`config.mk`:
```
export PLATFORM = sky130hd
export DESIGN_NAME = mem_access
export DESIGN_NICKNAME = d
export VERILOG_FILES = /design/src/rtl/mem_pkg.sv /design/src/rtl/load_align.sv /design/src/rtl/mem_access.sv
export SDC_FILE = /design/constraint.sdc
export NUM_CORES = 1
export LEC_CHECK = 0
export ABC_AREA = 1
export CORE_AREA = 4 4 139 141
export CTS_CLUSTER_DIAMETER = 80
export DETAILED_ROUTE_END_ITERATION = 8
export DIE_AREA = 0 0 143 145
export GPL_TIMING_DRIVEN = 0
export PLACE_DENSITY = 0.71
export SLEW_MARGIN = 20
export SYNTH_ARGS = -nofsm -noshare
export SYNTH_HDL_FRONTEND = slang
export SYNTH_HIERARCHICAL = 1
export SYNTH_SLANG_ARGS = --single-unit
```
`constraint.sdc`:
```
create_clock -name clk -period 2.23 [get_ports clk]
set_input_delay 0.446 -clock clk [delete_from_list [all_inputs] [get_ports clk]]
set_output_delay 0.446 -clock clk [all_outputs]
set_load 0.005 [all_outputs]
```
`src/rtl/mem_pkg.sv`:
```
// Shared types and helpers for the memory-access stage.
// The optional abort-on-timeout feature is enabled by defining MEM_ACCESS_TIMEOUT_EN.
package mem_pkg;

   localparam int unsigned DEFAULT_DATA_W = 32;

   // Access size encoding carried from EX; 2'b11 behaves as a word.
   typedef enum logic [1:0] {
      SZ_BYTE = 2'b00,
      SZ_HALF = 2'b01,
      SZ_WORD = 2'b10
   } size_e;

   typedef enum logic {
      IDLE = 1'b0,
      WAIT = 1'b1
   } state_e;

   // Natural alignment: bytes always, halves on even addresses, words on 4-byte boundaries.
   function automatic logic is_aligned(input logic [1:0] size, input logic [1:0] offset);
      logic ok;
      case (size)
         SZ_BYTE: ok = 1'b1;
         SZ_HALF: ok = ~offset[0];
         default: ok = (offset == 2'b00);
      endcase
      return ok;
   endfunction

   function automatic logic [3:0] byte_en(input logic [1:0] size, input logic [1:0] offset);
      logic [3:0] be;
      case (size)
         SZ_BYTE: be = 4'b0001 << offset;
         SZ_HALF: be = 4'b0011 << offset;
         default: be = 4'hF;
      endcase
      return be;
   endfunction

endpackage

```
`src/rtl/load_align.sv`:
```
// Combinational load-data lane select and sign/zero extension.
module load_align
   import mem_pkg::*;
(
   input  logic [31:0] rdata,
   input  logic [1:0]  offset,
   input  logic [1:0]  size,
   input  logic        is_unsigned,
   output logic [31:0] result
);

   logic [7:0]  lane_b;
   logic [15:0] lane_h;

   // Pick the addressed lane and extend it to a full word.
   always_comb begin
      lane_b = 8'(rdata >> {offset, 3'b000});
      lane_h = offset[1] ? rdata[31:16] : rdata[15:0];
      case (size)
         SZ_BYTE: result = {{24{lane_b[7] & ~is_unsigned}}, lane_b};
         SZ_HALF: result = {{16{lane_h[15] & ~is_unsigned}}, lane_h};
         default: result = rdata;
      endcase
   end

endmodule

```
`src/rtl/mem_access.sv`:
```
// Memory stage: drives the data-memory req/ack handshake, stalls EX while an access is
// outstanding, and hands a registered result bundle to write-back.
// Optional feature: define MEM_ACCESS_TIMEOUT_EN to abort a WAIT after TIMEOUT_CYCLES.
module mem_access
   import mem_pkg::*;
#(
   parameter int unsigned DATA_W         = DEFAULT_DATA_W,
   parameter int unsigned TIMEOUT_CYCLES = 255
) (
   input  logic                clk,
   input  logic                rst,
   input  logic                ex_valid,
   input  logic [DATA_W-1:0]   ex_addr,
   input  logic [DATA_W-1:0]   ex_wdata,
   input  logic                ex_memRead,
   input  logic                ex_memWrite,
   input  logic                ex_memToReg,
   input  logic [1:0]          ex_size,
   input  logic                ex_unsigned,
   output logic                stall,
   output logic                dmem_req,
   output logic                dmem_we,
   output logic [DATA_W-1:0]   dmem_addr,
   output logic [DATA_W-1:0]   dmem_wdata,
   output logic [DATA_W/8-1:0] dmem_be,
   input  logic                dmem_ack,
   input  logic [DATA_W-1:0]   dmem_rdata,
   output logic                wb_valid,
   output logic                wb_memToReg,
   output logic [DATA_W-1:0]   wb_readData,
   output logic [DATA_W-1:0]   wb_addr,
   output logic                wb_err
);

   state_e state_q, state_d;

   // Request captured at accept time; held stable for the whole WAIT.
   logic [DATA_W-1:0]   req_addr_q;
   logic [DATA_W-1:0]   req_wdata_q;
   logic [DATA_W/8-1:0] req_be_q;
   logic                req_we_q;
   logic [1:0]          req_size_q;
   logic                req_unsigned_q;
   logic                req_m2r_q;

   logic                wb_valid_q, wb_m2r_q, wb_err_q;
   logic [DATA_W-1:0]   wb_rdata_q, wb_addr_q;

   logic                mem_op, aligned, accept, timeout;
   logic [DATA_W-1:0]   load_data;
   logic [DATA_W-1:0]   store_data;

   assign mem_op  = ex_valid & (ex_memRead | ex_memWrite);
   assign aligned = is_aligned(ex_size, ex_addr[1:0]);
   assign accept  = (state_q == IDLE) & mem_op & aligned;

`ifdef MEM_ACCESS_TIMEOUT_EN
   localparam int unsigned CntW = (TIMEOUT_CYCLES > 255) ? $clog2(TIMEOUT_CYCLES + 1) : 8;
   logic [CntW-1:0] wait_cnt_q;

   // Ack in the same cycle as the limit wins, so timeout is only acted on without ack.
   assign timeout = (state_q == WAIT) & (wait_cnt_q == CntW'(TIMEOUT_CYCLES - 1));

   // Count WAIT cycles without ack; IDLE keeps it cleared so each WAIT starts at zero.
   always_ff @(posedge clk) begin
      if (rst) begin
         wait_cnt_q <= '0;
      end else if (state_q == IDLE) begin
         wait_cnt_q <= '0;
      end else if (!dmem_ack) begin
         wait_cnt_q <= wait_cnt_q + 1'b1;
      end
   end
`else
   assign timeout = 1'b0;
`endif

   // Replicate store data across lanes so the byte enables alone select the target bytes.
   always_comb begin
      case (ex_size)
         SZ_BYTE: store_data = {4{ex_wdata[7:0]}};
         SZ_HALF: store_data = {2{ex_wdata[15:0]}};
         default: store_data = ex_wdata;
      endcase
   end

   load_align u_load_align (
      .rdata       (dmem_rdata),
      .offset      (req_addr_q[1:0]),
      .size        (req_size_q),
      .is_unsigned (req_unsigned_q),
      .result      (load_data)
   );

   // Next-state and stall decode.
   always_comb begin
      state_d = state_q;
      stall   = 1'b0;
      case (state_q)
         IDLE: begin
            if (accept) begin
               state_d = WAIT;
               stall   = 1'b1;
            end
         end
         WAIT: begin
            if (dmem_ack || timeout) begin
               state_d = IDLE;
            end else begin
               stall = 1'b1;
            end
         end
         default: state_d = IDLE;
      endcase
   end

   // State register.
   always_ff @(posedge clk) begin
      if (rst) state_q <= IDLE;
      else     state_q <= state_d;
   end

   // Capture the request on accept; a store wins over a simultaneous read.
   always_ff @(posedge clk) begin
      if (rst) begin
         req_addr_q     <= '0;
         req_wdata_q    <= '0;
         req_be_q       <= '0;
         req_we_q       <= 1'b0;
         req_size_q     <= 2'b00;
         req_unsigned_q <= 1'b0;
         req_m2r_q      <= 1'b0;
      end else if (accept) begin
         req_addr_q     <= ex_addr;
         req_wdata_q    <= store_data;
         req_be_q       <= byte_en(ex_size, ex_addr[1:0]);
         req_we_q       <= ex_memWrite;
         req_size_q     <= ex_size;
         req_unsigned_q <= ex_unsigned;
         req_m2r_q      <= ex_memToReg & ~ex_memWrite;
      end
   end

   // Write-back bundle: one-cycle valid pulse, data fields hold between pulses.
   always_ff @(posedge clk) begin
      if (rst) begin
         wb_valid_q <= 1'b0;
         wb_m2r_q   <= 1'b0;
         wb_err_q   <= 1'b0;
         wb_rdata_q <= '0;
         wb_addr_q  <= '0;
      end else begin
         wb_valid_q <= 1'b0;
         if (state_q == IDLE && ex_valid && !accept) begin
            // Non-memory op passes through; misaligned access reports an error instead.
            wb_valid_q <= 1'b1;
            wb_addr_q  <= ex_addr;
            wb_rdata_q <= '0;
            wb_m2r_q   <= mem_op ? 1'b0 : ex_memToReg;
            wb_err_q   <= mem_op;
         end else if (state_q == WAIT && dmem_ack) begin
            wb_valid_q <= 1'b1;
            wb_addr_q  <= req_addr_q;
            wb_rdata_q <= req_we_q ? '0 : load_data;
            wb_m2r_q   <= req_m2r_q;
            wb_err_q   <= 1'b0;
         end else if (timeout) begin
            wb_valid_q <= 1'b1;
            wb_addr_q  <= req_addr_q;
            wb_rdata_q <= '0;
            wb_m2r_q   <= 1'b0;
            wb_err_q   <= 1'b1;
         end
      end
   end

   assign dmem_req    = (state_q == WAIT);
   assign dmem_we     = req_we_q;
   assign dmem_addr   = {req_addr_q[DATA_W-1:2], 2'b00};
   assign dmem_wdata  = req_wdata_q;
   assign dmem_be     = req_be_q;

   assign wb_valid    = wb_valid_q;
   assign wb_memToReg = wb_m2r_q;
   assign wb_readData = wb_rdata_q;
   assign wb_addr     = wb_addr_q;
   assign wb_err      = wb_err_q;

endmodule

```
==> results.py <==
metrics = {
    "status": {
        "outcome": "finished, final reports clean",
    },
    "synth": {
        "synth_seq_area_share": 0.396,
        "synthSimpleGateAreaFrac": 0.335,
        "avgSynthCellArea_sq_um": 7.31,
        "syn_inst": 975,
        "synth_compound_area_frac": 0.156,
        "synth_top_family_by_area": "simple AND/OR/NAND/NOR gates",
        "synth-seq-cells": 141,
        "yosys_warnings": 6,
        "async_reset_ff_frac": 0,
        "synth-main-ff-cell": "dfxtp_1",
        "synth.area.mux_share": 0,
        "netlist_area_sq_um": 7130,
        "synth_edf_count": 0,
        "synth.distinct_cells": 36,
        "synth_xor_xnor_area_share": 0,
        "synthAdderAreaFrac": 0,
    },
    "sta": {
        "setup_viol": 0,
        "drv_slew": 0,
        "worst_slew_pin_slew_ps": 605,
        "fin_crit_ps": 2100,
        "holdWs_ps": 463,
        "clock_skew_ps": 5.69,
        "finalCritPeriodShare": 0.944,
        "setup_tns_ps": 0,
        "slew_headroom": 0.597,
        "max_freq_ghz": 0.475,
        "hold_viol_final": 0,
        "grt_setup_unrepaired": "no",
    },
    "die": {
        "die_area_sq_um": 20700,
        "io_pins": 244,
        "chipWidth_um": 143,
        "core_area_sq_um": 18000,
        "die_h_um": 145,
        "row_count": 49,
        "start_util": 0.397,
    },
    "worst_setup_path": {
        "worst-path-buf-inv": 3,
        "cp_max_fo": 10,
        "rrSetupSlack_ps": 420,
        "worstPathCellList": "clkdlybuf4s50_1 > inv_2 > nand3_1 > nand3_4 > nand2_1 > dlygate4sd2_1",
        "cp_top_family": "buffers and inverters",
        "critPathRequiredTime_ps": 1780,
        "cpPeakStageDelay_ps": 430,
        "end_kind": "output pin",
        "cp_slowest_cell": "clkdlybuf4s50_1",
        "cp.arrival_ps": 1660,
        "start_kind": "input pin",
        "crit_type": "in2out",
    },
    "worst_hold_path": {
        "hold_path_class": "reg2reg",
    },
    "cells_and_area": {
        "stdcell_count": 1479,
        "layout_common_cells": "nand2_1 (330), clkdlybuf4s50_1 (238), dfxtp_1 (141)",
        "finish.utilization": 0.577,
        "diodes": 0,
        "nets": 1343,
        "area_growth_pct": 45.4,
        "final_common_cell": "nand2_1",
        "final_layout_size_suffix_gt1_frac": 0.155,
        "design_area_sq_um": 10400,
    },
    "clock_tree": {
        "clk_pin_slew_ps": 70,
        "root_buffer": "clkbuf_16",
        "clk_latency_ps": 420,
        "tritoncts": "built",
        "clkSinkCount": 141,
        "clockBufferDepth": 2,
        "cts_buffers": 17,
        "htree_levels": 4,
        "ctsHoldBuffers": 0,
    },
    "routing": {
        "drt_iter0_markers": 536,
        "dr.pass1.iters": 5,
        "wirelength_mm": 24.8,
        "num_vias": 7423,
        "wire_per_inst_um": 16.7,
        "via_per_inst": 5.02,
        "antenna_left": 0,
        "drc": 0,
    },
    "grt": {
        "grt_pass1_wl_mm": 38.4,
        "antenna_found_initial": 0,
        "grt_pass1_vias": 7162,
        "grt_max_degree": 18,
        "grt.total_usage": 0.234,
        "grt-ovfl-total": 0,
    },
    "power": {
        "sw_frac_of_total": 0.287,
        "power.switching_uw": 1930,
        "p_clk_frac": 0.381,
        "max-vdd-ir-drop_uv": 542,
        "power_density_nw_per_um2": 648,
        "p_comb_frac": 0.211,
        "p_int_uw": 4790,
        "p_seq_frac": 0.408,
        "p_leak_uw": 0.00400,
    },
    "placed_design": {
        "place.gp.congestion": 0.906,
        "dp.final_hpwl_mm": 18.7,
        "dp.cells": 1446,
        "port_buffers": 241,
        "placed_area_sq_um": 9830,
    },
    "job": {
        "drv_cap": 0,
    },
}
## worst paths after layout
check / startpoint / to / depth (start not counted)
worst max-delay path: ex_size[1] / stall / 6
worst min-delay path: dmem_wdata[15] / dmem_wdata[15] / 2
worst max register to register: dmem_req / wb_readData[20] / 9
worst min register to register: dmem_wdata[15] / dmem_wdata[15] / 2
## timing repair
| item | CTS | global route |
|---|---|---|
| buffers inserted | 2 | 0 |
| resized for setup | 4 | 0 |
| setup endpoints to repair | 1 | 0 |
## layer usage
layer / wire length [um] / track usage / vias up / share of wire
met5: 0 / 0 / - / 0
met4: 660 / 0.0865 / 0 / 0.027
met3: 1840 / 0.0536 / 44 / 0.074
met2: 11400 / 0.374 / 265 / 0.46
met1: 10800 / 0.306 / 3418 / 0.44
li1: - / - / 3696 / -
## per-stage QoR
stage	worst slack, ps	total power [uW]
6_report	126	6720
5_1_grt	29.6	7020
4_1_cts	110	6770
3_5_place_dp	-540	4210
3_3_place_gp	-530	4200
2_1_floorplan	695	3500
## cell usage after synthesis, types with 2 or more instances
master    instances  share of area
and2_0            4         0.0035
a31oi_1           8         0.0070
nor2_4            2         0.0032
or2_2            13          0.011
nand3_1          91          0.064
a21oi_2          30          0.037
inv_1            25          0.013
nand2_2           9         0.0079
inv_2             5         0.0026
nand3b_1         23          0.024
nand3_2          21          0.029
nor2_1            5         0.0026
or2_1             2         0.0018
a21oi_1         112          0.079
buf_4            40          0.042
buf_12            2         0.0056
nand2_1         330           0.17
o211ai_1         15          0.016
clkbuf_1         28          0.015
and2_4            3         0.0037
buf_6            10          0.016
nor2_2            2         0.0018
buf_1             4         0.0021
o21ai_0          20          0.014
buf_2            19          0.013
dfxtp_1         141           0.40
nand2_4           2         0.0032
## flip-flops by register name, indices dropped and copies added, names as in the netlist, 2 cells and up
register     cells
dmem_wdata      32
wb_addr         32
req_size_q       2
dmem_be          4
wb_readData     32
req_addr_q      32
## final cells by class
type	count	area (sq um)
timing repair buffer	243	2420
sequential	141	2820
inverter	31	124
multi-input combinational	700	3500
clock buffer	18	429
clock inverter	14	97.6
fill	1691	7600
buffer	103	681
tap	229	287
## cell families (layout without fill, tap and decap cells)
logic type,count (synthesis),in the layout
other,1,2
DFF,141,141
AOI/OAI and AO/OA,188,188
and+or+nand+nor,510,510
buffers and inverters,135,409
## power by group through the flow
stage	clock network (uW)	logic [uW]	registers [uW]
floorplan	0	712	2790
global placement	0	1400	2790
detailed placement	0	1410	2800
CTS	2600	1420	2740
global route	2710	1550	2760
finish	2560	1420	2740
## worst reg2reg max path, cell delays in order, from the launching register on
cell and delay (ps):
dfxtp_1 330, inv_2 70, nand2_1 90, nor2_2 200
nand3_4 100, buf_4 230, nand2_4 140, nand2_1 220
buf_6 240, a21oi_2 110
Power figures use the tool's default switching activity.
